## src/rtl/mm_share_arbiter_if.sv

```systemverilog
// mm_share_arbiter_if
// Bundles the requester, response and datapath signals of mm_share_arbiter.
//   master : arbiter view (accepts requests, drives responses and datapath strobes)
//   slave  : environment view (requesters, response consumer, multiplier datapath)
// Signals:
//   req0_valid/req0_ready/req0_ops : requester 0 operand handshake, ops {a1,b1,c1,d1,a2,b2,c2,d2}
//   req1_valid/req1_ready/req1_ops : requester 1, same layout
//   rsp_valid/rsp_ready            : response handshake
//   rsp_id/rsp_err/rsp_data        : requester tag, timeout flag, {r1,r2,r3,r4}
//   dp_load/dp_compute/dp_ops      : strobes and operands toward the multiplier
//   dp_valid/dp_res                : multiplier result strobe and value
interface mm_share_arbiter_if;
    logic         req0_valid;
    logic         req0_ready;
    logic [127:0] req0_ops;
    logic         req1_valid;
    logic         req1_ready;
    logic [127:0] req1_ops;
    logic         rsp_valid;
    logic         rsp_ready;
    logic         rsp_id;
    logic         rsp_err;
    logic [127:0] rsp_data;
    logic         dp_load;
    logic         dp_compute;
    logic [127:0] dp_ops;
    logic         dp_valid;
    logic [127:0] dp_res;

    modport master (
        input  req0_valid, req0_ops, req1_valid, req1_ops, rsp_ready, dp_valid, dp_res,
        output req0_ready, req1_ready, rsp_valid, rsp_id, rsp_err, rsp_data,
               dp_load, dp_compute, dp_ops
    );

    modport slave (
        output req0_valid, req0_ops, req1_valid, req1_ops, rsp_ready, dp_valid, dp_res,
        input  req0_ready, req1_ready, rsp_valid, rsp_id, rsp_err, rsp_data,
               dp_load, dp_compute, dp_ops
    );
endinterface

```

## src/rtl/mm_share_arbiter.sv

```systemverilog
// mm_share_arbiter
// Shares one 2x2 signed matrix-multiply datapath between two requesters.
// Requests are granted round-robin in IDLE, the operands are presented to the
// datapath with a one-cycle load strobe followed by a one-cycle compute strobe,
// and the result (or a timeout error after TIMEOUT wait cycles) is returned
// tagged with the requester id over a valid/ready response port.
// Ports:
//   clk  : clock, rising edge
//   rst  : synchronous active-high reset
//   bus  : mm_share_arbiter_if.master (requests, response, datapath)
// Parameter:
//   TIMEOUT : maximum WAIT cycles for dp_valid before an error response (>=2)
module mm_share_arbiter #(
    parameter int TIMEOUT = 16
) (
    input  logic               clk,
    input  logic               rst,
    mm_share_arbiter_if.master bus
);

    localparam int              CW       = $clog2(TIMEOUT);
    localparam logic [CW-1:0]   CNT_LAST = CW'(TIMEOUT - 1);

    typedef enum logic [2:0] {
        ST_IDLE    = 3'd0,
        ST_LOAD    = 3'd1,
        ST_COMPUTE = 3'd2,
        ST_WAIT    = 3'd3,
        ST_RESP    = 3'd4
    } state_t;

    state_t         state_r;
    state_t         state_s;

    logic           last_r;        // requester granted most recently
    logic           id_r;          // requester of the operation in flight
    logic [CW-1:0]  cnt_r;         // WAIT cycle counter
    logic [127:0]   ops_r;
    logic [127:0]   rsp_data_r;
    logic           rsp_err_r;
    logic           rsp_valid_r;
    logic           dp_load_r;
    logic           dp_compute_r;

    logic           grant0_s;
    logic           grant1_s;
    logic           ready0_s;
    logic           ready1_s;
    logic           accept_s;
    logic           accept_id_s;
    logic           timeout_s;
    logic           rsp_hs_s;

    // Round-robin grant and the combinational ready/accept decode.
    always_comb begin
        grant0_s = 1'b0;
        grant1_s = 1'b0;
        // Requester 0 wins unless requester 1 also asks and 0 was served last.
        if (bus.req0_valid && (!bus.req1_valid || last_r)) begin
            grant0_s = 1'b1;
        end else if (bus.req1_valid) begin
            grant1_s = 1'b1;
        end else begin
            grant1_s = 1'b0;
        end
        // Ready is suppressed while rst is high so no accept can race the reset.
        ready0_s    = (state_r == ST_IDLE) && !rst && grant0_s && bus.req0_valid;
        ready1_s    = (state_r == ST_IDLE) && !rst && grant1_s && bus.req1_valid;
        accept_s    = (bus.req0_valid && ready0_s) || (bus.req1_valid && ready1_s);
        accept_id_s = ready1_s;
        timeout_s   = (cnt_r == CNT_LAST);
        rsp_hs_s    = rsp_valid_r && bus.rsp_ready;
    end

    // Next-state logic of the sequencer.
    always_comb begin
        state_s = state_r;
        case (state_r)
            ST_IDLE: begin
                if (accept_s) state_s = ST_LOAD;
                else          state_s = ST_IDLE;
            end
            ST_LOAD:    state_s = ST_COMPUTE;
            ST_COMPUTE: state_s = ST_WAIT;
            ST_WAIT: begin
                if (bus.dp_valid || timeout_s) state_s = ST_RESP;
                else                           state_s = ST_WAIT;
            end
            ST_RESP: begin
                if (rsp_hs_s) state_s = ST_IDLE;
                else          state_s = ST_RESP;
            end
            default:    state_s = ST_IDLE;
        endcase
    end

    // State register.
    always_ff @(posedge clk) begin
        if (rst) state_r <= ST_IDLE;
        else     state_r <= state_s;
    end

    // Registered outputs, operand/id capture, wait counter and result capture.
    always_ff @(posedge clk) begin
        if (rst) begin
            last_r       <= 1'b1;
            id_r         <= 1'b0;
            cnt_r        <= '0;
            ops_r        <= 128'd0;
            rsp_data_r   <= 128'd0;
            rsp_err_r    <= 1'b0;
            rsp_valid_r  <= 1'b0;
            dp_load_r    <= 1'b0;
            dp_compute_r <= 1'b0;
        end else begin
            // Strobes are decoded from the next state so they line up with the state.
            dp_load_r    <= (state_s == ST_LOAD);
            dp_compute_r <= (state_s == ST_COMPUTE);
            rsp_valid_r  <= (state_s == ST_RESP);

            if (accept_s) begin
                ops_r  <= accept_id_s ? bus.req1_ops : bus.req0_ops;
                id_r   <= accept_id_s;
                last_r <= accept_id_s;
            end else begin
                ops_r  <= ops_r;
                id_r   <= id_r;
                last_r <= last_r;
            end

            // Counter is zero on WAIT entry; it never runs past CNT_LAST because
            // WAIT is left in that cycle.
            if (state_r == ST_WAIT) cnt_r <= cnt_r + CW'(1);
            else                    cnt_r <= '0;

            // A result arriving on the final count still wins over the timeout.
            if (state_r == ST_WAIT && bus.dp_valid) begin
                rsp_data_r <= bus.dp_res;
                rsp_err_r  <= 1'b0;
            end else if (state_r == ST_WAIT && timeout_s) begin
                rsp_data_r <= 128'd0;
                rsp_err_r  <= 1'b1;
            end else begin
                rsp_data_r <= rsp_data_r;
                rsp_err_r  <= rsp_err_r;
            end
        end
    end

    assign bus.req0_ready = ready0_s;
    assign bus.req1_ready = ready1_s;
    assign bus.rsp_valid  = rsp_valid_r;
    assign bus.rsp_id     = id_r;
    assign bus.rsp_err    = rsp_err_r;
    assign bus.rsp_data   = rsp_data_r;
    assign bus.dp_load    = dp_load_r;
    assign bus.dp_compute = dp_compute_r;
    assign bus.dp_ops     = ops_r;

endmodule

```

## src/flat_wrapper.sv

```systemverilog
// flat-port wrapper written by rule: the top's interface ports become plain ports
module mm_share_arbiter_flat 
#(
    parameter int TIMEOUT = 16
)
  (clk, rst, bus_req0_valid, bus_req0_ops, bus_req1_valid, bus_req1_ops, bus_rsp_ready, bus_dp_valid, bus_dp_res, bus_req0_ready, bus_req1_ready, bus_rsp_valid, bus_rsp_id, bus_rsp_err, bus_rsp_data, bus_dp_load, bus_dp_compute, bus_dp_ops);
  mm_share_arbiter_if bus_i ();
  input  logic clk;
  input  logic rst;
  input wire logic [$bits(bus_i.req0_valid)-1:0] bus_req0_valid;
  input wire logic [$bits(bus_i.req0_ops)-1:0] bus_req0_ops;
  input wire logic [$bits(bus_i.req1_valid)-1:0] bus_req1_valid;
  input wire logic [$bits(bus_i.req1_ops)-1:0] bus_req1_ops;
  input wire logic [$bits(bus_i.rsp_ready)-1:0] bus_rsp_ready;
  input wire logic [$bits(bus_i.dp_valid)-1:0] bus_dp_valid;
  input wire logic [$bits(bus_i.dp_res)-1:0] bus_dp_res;
  output wire logic [$bits(bus_i.req0_ready)-1:0] bus_req0_ready;
  output wire logic [$bits(bus_i.req1_ready)-1:0] bus_req1_ready;
  output wire logic [$bits(bus_i.rsp_valid)-1:0] bus_rsp_valid;
  output wire logic [$bits(bus_i.rsp_id)-1:0] bus_rsp_id;
  output wire logic [$bits(bus_i.rsp_err)-1:0] bus_rsp_err;
  output wire logic [$bits(bus_i.rsp_data)-1:0] bus_rsp_data;
  output wire logic [$bits(bus_i.dp_load)-1:0] bus_dp_load;
  output wire logic [$bits(bus_i.dp_compute)-1:0] bus_dp_compute;
  output wire logic [$bits(bus_i.dp_ops)-1:0] bus_dp_ops;
  assign bus_i.req0_valid = bus_req0_valid;
  assign bus_i.req0_ops = bus_req0_ops;
  assign bus_i.req1_valid = bus_req1_valid;
  assign bus_i.req1_ops = bus_req1_ops;
  assign bus_i.rsp_ready = bus_rsp_ready;
  assign bus_i.dp_valid = bus_dp_valid;
  assign bus_i.dp_res = bus_dp_res;
  assign bus_req0_ready = bus_i.req0_ready;
  assign bus_req1_ready = bus_i.req1_ready;
  assign bus_rsp_valid = bus_i.rsp_valid;
  assign bus_rsp_id = bus_i.rsp_id;
  assign bus_rsp_err = bus_i.rsp_err;
  assign bus_rsp_data = bus_i.rsp_data;
  assign bus_dp_load = bus_i.dp_load;
  assign bus_dp_compute = bus_i.dp_compute;
  assign bus_dp_ops = bus_i.dp_ops;
  mm_share_arbiter #(.TIMEOUT(TIMEOUT)) u_core (.clk(clk), .rst(rst), .bus(bus_i));
endmodule
```

## config.mk

```make
export PLATFORM = sky130hd
export DESIGN_NAME = mm_share_arbiter_flat
export DESIGN_NICKNAME = d
export VERILOG_FILES = /design/src/rtl/mm_share_arbiter_if.sv /design/src/rtl/mm_share_arbiter.sv /design/src/flat_wrapper.sv
export SDC_FILE = /design/constraint.sdc
export NUM_CORES = 1
export LEC_CHECK = 0
export BUFFER_PORTS_ARGS = -buffer_cell sky130_fd_sc_hd__buf_2
export CORE_AREA = 4 4 250 252
export DETAILED_ROUTE_END_ITERATION = 6
export DIE_AREA = 0 0 254 256
export HOLD_SLACK_MARGIN = 0.15
export SETUP_SLACK_MARGIN = 0.02
export SLEW_MARGIN = 20
export SYNTH_ARGS = -nofsm -noshare
export SYNTH_HDL_FRONTEND = slang
export SYNTH_SLANG_ARGS = --single-unit
export TNS_END_PERCENT = 5
```

## constraint.sdc

```tcl
create_clock -name clk -period 2.7 [get_ports clk]
set_input_delay 0.54 -clock clk [delete_from_list [all_inputs] [get_ports clk]]
set_output_delay 0.54 -clock clk [all_outputs]
set_load 0.05 [all_outputs]
```

# After elaboration in Yosys (flattened, before gate mapping)
# Cells that the tools add are included.
# classes
add_sub_neg	1
n_eq_ne	8
muxes	10
bitwise_logic	1
reduce_logical	20
# op_table
cell	count
$mux 128	3
$pmux 3 s5	1
$logic_and 1x1->1	11
$eq 3x2->1 const B	3
$eq 3x1->1 const B	2
$eq 3x3->1 const B	2
$mux 3	2
$add 4x1->4 const B	1
$eq 4x4->1 const B	1
$mux 1	4
$reduce_or 2->1	2
$logic_not 3->1	1
$logic_or 1x1->1	3
$logic_not 1->1	2
$reduce_bool 2->1	1
$not 1->1	1
# word_totals
regBits	269
in_bits	390
out_inout_bits	263
elab_cells	50

# Longest topological paths before layout
# depth
depth_word	11
depth_mapped	7

# Worst setup path after synthesis
# Ideal clock, no wire load.
# synth_path
path_kind	in2out
from	input rst
to	output bus_req0_ready
t_arrival_ps	1961
required_time_ps	2160
path_slack_ps	199
cell_stages	5
cell_sequence	clkbuf_1 -> nor4_1 -> clkbuf_1 -> nand2_1 -> nor2_1
# synth_via
elab_chain_len	4
# synth_lines
item	line	text
from (decl)	flat_wrapper.sv:9	input logic rst;
$logic_not 1->1	mm_share_arbiter.sv:67	ready0_s = (state_r == ST_IDLE) && !rst && grant0_s && bus.req0_valid;
$logic_and 1x1->1 (3 in a row)	mm_share_arbiter.sv:67	
to (decl)	flat_wrapper.sv:17	output wire logic [$bits(bus_i.req0_ready)-1:0] bus_req0_ready;
# No other way between the ends.

# Worst setup path after layout
# layout_path
from	register u_core.state_r[0]
to	output bus_req0_ready
# layout_via
elab_chain_len	4
# layout_lines
item	line	text
from (decl)	mm_share_arbiter.sv:32	state_t state_r;
from (signal assigned)	mm_share_arbiter.sv:100	else state_r <= state_s;
$logic_not 3->1	mm_share_arbiter.sv:67	
$logic_and 1x1->1 (3 in a row)	mm_share_arbiter.sv:67	
# No other way between the ends.

==> metrics.yaml <==
clock_network:
  cts_root_buffer: "clkbuf_16"
  cts_tree: "done"
  clock_latency_ns: 0.59
  clkSlewWorstSetupHoldPaths_ns: 0.06
  cts-buffers-inserted: 31
  clkSinkCount: 269
  clock_path_buffers: 3
  cts_max_level: 1
global_routing:
  antenna_found_initial: 38
  grt_max_degree: 133
  use_met1_pct: 18.4
  grtUsageMet2_pct: 27.2
  grt_usage_pct: 16.0
  grt_use_met3_pct: 4.76
  grt_overflow: 0
  grt_pass1_vias: 11994
  grt_pass1_wl_mm: 79.4
  grt.busiest_layer: "met2"
setup_path:
  path_cells: "nor4_4, nand2_1, nor2_2, buf_4"
  endpoint_kind: "output port"
  critPathLaunch: "u_core.state_r[0]"
  r2r_end: "u_core.bus.rsp_data[65]"
  arrival_ns: 2.00
  crit_fanout: 8
  path_class: "reg -> out"
  max_stage_delay_ns: 0.40
  r2r_slack_ns: 0.59
  rr_startpoint: "u_core.state_r[1]"
  start_kind: "register"
  slowest_stage: "dfxtp_1"
  cp.required_ns: 2.16
  reg2regPathDepth: 4
die:
  core_um2: 60100
  ios: 653
  rows: 90
  die_x_um: 254
  die-area_um2: 65000
  initial_utilization_pct: 18.1
  die_y_um: 256
detailed_routing:
  drtIter0Drc: 865
  drtAntennaViolNets: 0
  drtPass1Iterations: 5
  drc: 0
  num_vias: 12431
  routedWlPerCell_um: 20.6
  post_drt_via_cell_ratio: 4.56
  wirelength_mm: 56.1
sta:
  fin_hold_ws_ns: 0.188
  tns_ns: 0
  maxSlewViolCount: 0
  setup_viol: 0
  period_minus_slack_ns: 2.54
  tightest_slew_ns: 0.853
  setup_ws_ns: 0.163
  hold_violations: 0
  clock-skew-final_ns: 0.0230
  rsz0062_at_grt: "false"
  slew_headroom_pct: 43.0
  max_freq_ghz: 0.394
  timing.final.crit_share_pct: 94.0
logic_synthesis:
  yosys_warnings: 0
  synth_cell_type_count: 31
  syn_inst: 1205
  seq_area_frac_synth_pct: 49.5
  avgSynthCellArea_um2: 9.03
  synth_nets: 1596
  synth_area_um2: 10900
  ys_ff_latch: 269
final_layout:
  layout.cells.non_filler: 2726
  syn_to_final_growth_pct: 57.9
  final_nets: 2296
  nFillCells: 6460
  design_area_um2: 17200
  multiInputGateArea_um2: 4940
  drive_gt1_share_pct: 43.8
  seqCellArea_um2: 5390
  finish.utilization_pct: 28.6
placement:
  placedInstanceArea_um2: 15100
  preCtsSetupSlack_ns: 0.319
  io_buffers: 652
  dp.cells: 2550
  dpl.hpwl_mm: 42.1
  gp_congestion: 0.876
hold_path:
  hold_depth: 2
  min_to: "u_core.bus.dp_ops[29]"
  hold_start: "bus_req1_ops[29]"
  hp-class: "in -> reg"
power:
  ir_drop_v: 0.000499
  power_mw: 11.6
  power_density_nw_per_um2: 676
  leakage_nw: 7.71
job:
  maxCapViolCount: 0
run_status:
  status: "complete, no violations"
==> flip-flops by register name (all words and copies together) (netlist names) <==
register,count
u_core.bus.rsp_id,1
u_core.cnt_r,4
u_core.bus.dp_compute,1
u_core.bus.rsp_err,1
u_core.state_r,3
u_core.bus.rsp_data,128
u_core.bus.rsp_valid,1
u_core.bus.dp_load,1
u_core.bus.dp_ops,128
u_core.last_r,1
==> synth_stat cells <==
cell type | n | area (um2)
nor3b_1 | 2 | 15.0
or4_4 | 1 | 11.3
nor2_1 | 5 | 18.8
clkbuf_1 | 92 | 345
and2_1 | 1 | 6.26
nand3b_1 | 1 | 7.51
dfxtp_1 | 269 | 5390
and3_1 | 1 | 6.26
buf_2 | 18 | 90.1
nor2b_1 | 1 | 6.26
nor3_2 | 90 | 901
or2_2 | 1 | 6.26
nor4_1 | 2 | 12.5
o21a_1 | 1 | 7.51
a21oi_1 | 130 | 651
a221o_1 | 129 | 1290
buf_6 | 11 | 124
nor4b_1 | 1 | 8.76
and4b_1 | 8 | 80.1
a31oi_1 | 2 | 12.5
o21ai_0 | 128 | 641
a31o_2 | 1 | 8.76
inv_1 | 2 | 7.51
buf_1 | 12 | 45.0
nor3_1 | 35 | 175
xor2_1 | 1 | 8.76
xnor2_1 | 1 | 8.76
a41o_1 | 2 | 20.0
nand2_1 | 253 | 950
nand3_1 | 3 | 15.0
ha_1 | 1 | 12.5
==> routing by layer <==
metal	part of all wire, %	wire [um]
met1	38	21100
met2	48	27000
met3	9.8	5480
met4	4.3	2430
met5	0.22	126
==> worst max-delay path by stage <==
stage,cells past startpoint,slack (ns),endpoint
2_1_floorplan,5,0.20,bus_req0_ready
3_3_place_gp,5,0.30,bus_req0_ready
3_5_place_dp,5,0.32,bus_req0_ready
4_1_cts,4,0.1,bus_req0_ready
5_1_grt,4,0.02,bus_req0_ready
6_report,4,0.16,bus_req0_ready
==> cell usage in the layout, fill, tap and decap left out, types with 2 or more instances in the layout <==
cell type	n
a31oi_4	2
diode_2	14
nand2_1	253
dlygate4sd3_1	104
clkbuf_1	9
nand3_1	3
o21ai_0	128
dfxtp_1	269
and4b_1	7
nor3b_1	2
clkbuf_16	31
a21oi_1	130
buf_2	649
inv_1	2
a221o_1	129
buf_12	14
clkinv_2	4
clkbuf_8	8
inv_6	3
nor3_1	35
a41o_1	2
nor2_1	4
buf_4	33
nor3_2	90
==> power breakdown <==
group / switching [mW] / internal, mW
combinational: 1.98 / 0.893
sequential: 0.204 / 4.28
clock: 1.82 / 2.44
total: 4.01 / 7.60
==> kinds of logic after synthesis <==
family | Yosys count | share of synthesized area (%)
DFF | 269 | 49.5
buffers and inverters | 135 | 5.62
adders and majority gates | 1 | 0.115
and+or+nand+nor | 405 | 20.4
AOI/OAI and AO/OA | 393 | 24.2
xor gates and xnor gates | 2 | 0.161
==> critical path: cells and delay by family, from the launching register on <==
family,cells,cell delay [ns]
and+or+nand+nor,3,0.76
DFF,1,0.40
buffers and inverters,1,0.24
==> area by class of cell <==
cell class	count	area share, %
Tap cell	782	5.70
Clock inverter	10	0.539
Antenna cell	14	0.204
Timing Repair Buffer	800	28.0
Clock buffer	48	5.35
Inverter	2	0.0437
Sequential cell	269	31.3
Multi-Input combinational cell	801	28.8
==> what timing repair did <==
| item | in CTS | in global routing |
|---|---|---|
| setup buffers | 0 | 0 |
| endpoints found under the hold margin | 104 | 0 |
| gates resized for setup | 3 | 0 |
| hold buffers | 104 | 0 |
| endpoints found under the setup margin | 1 | 0 |
Power figures use the tool's default switching activity.
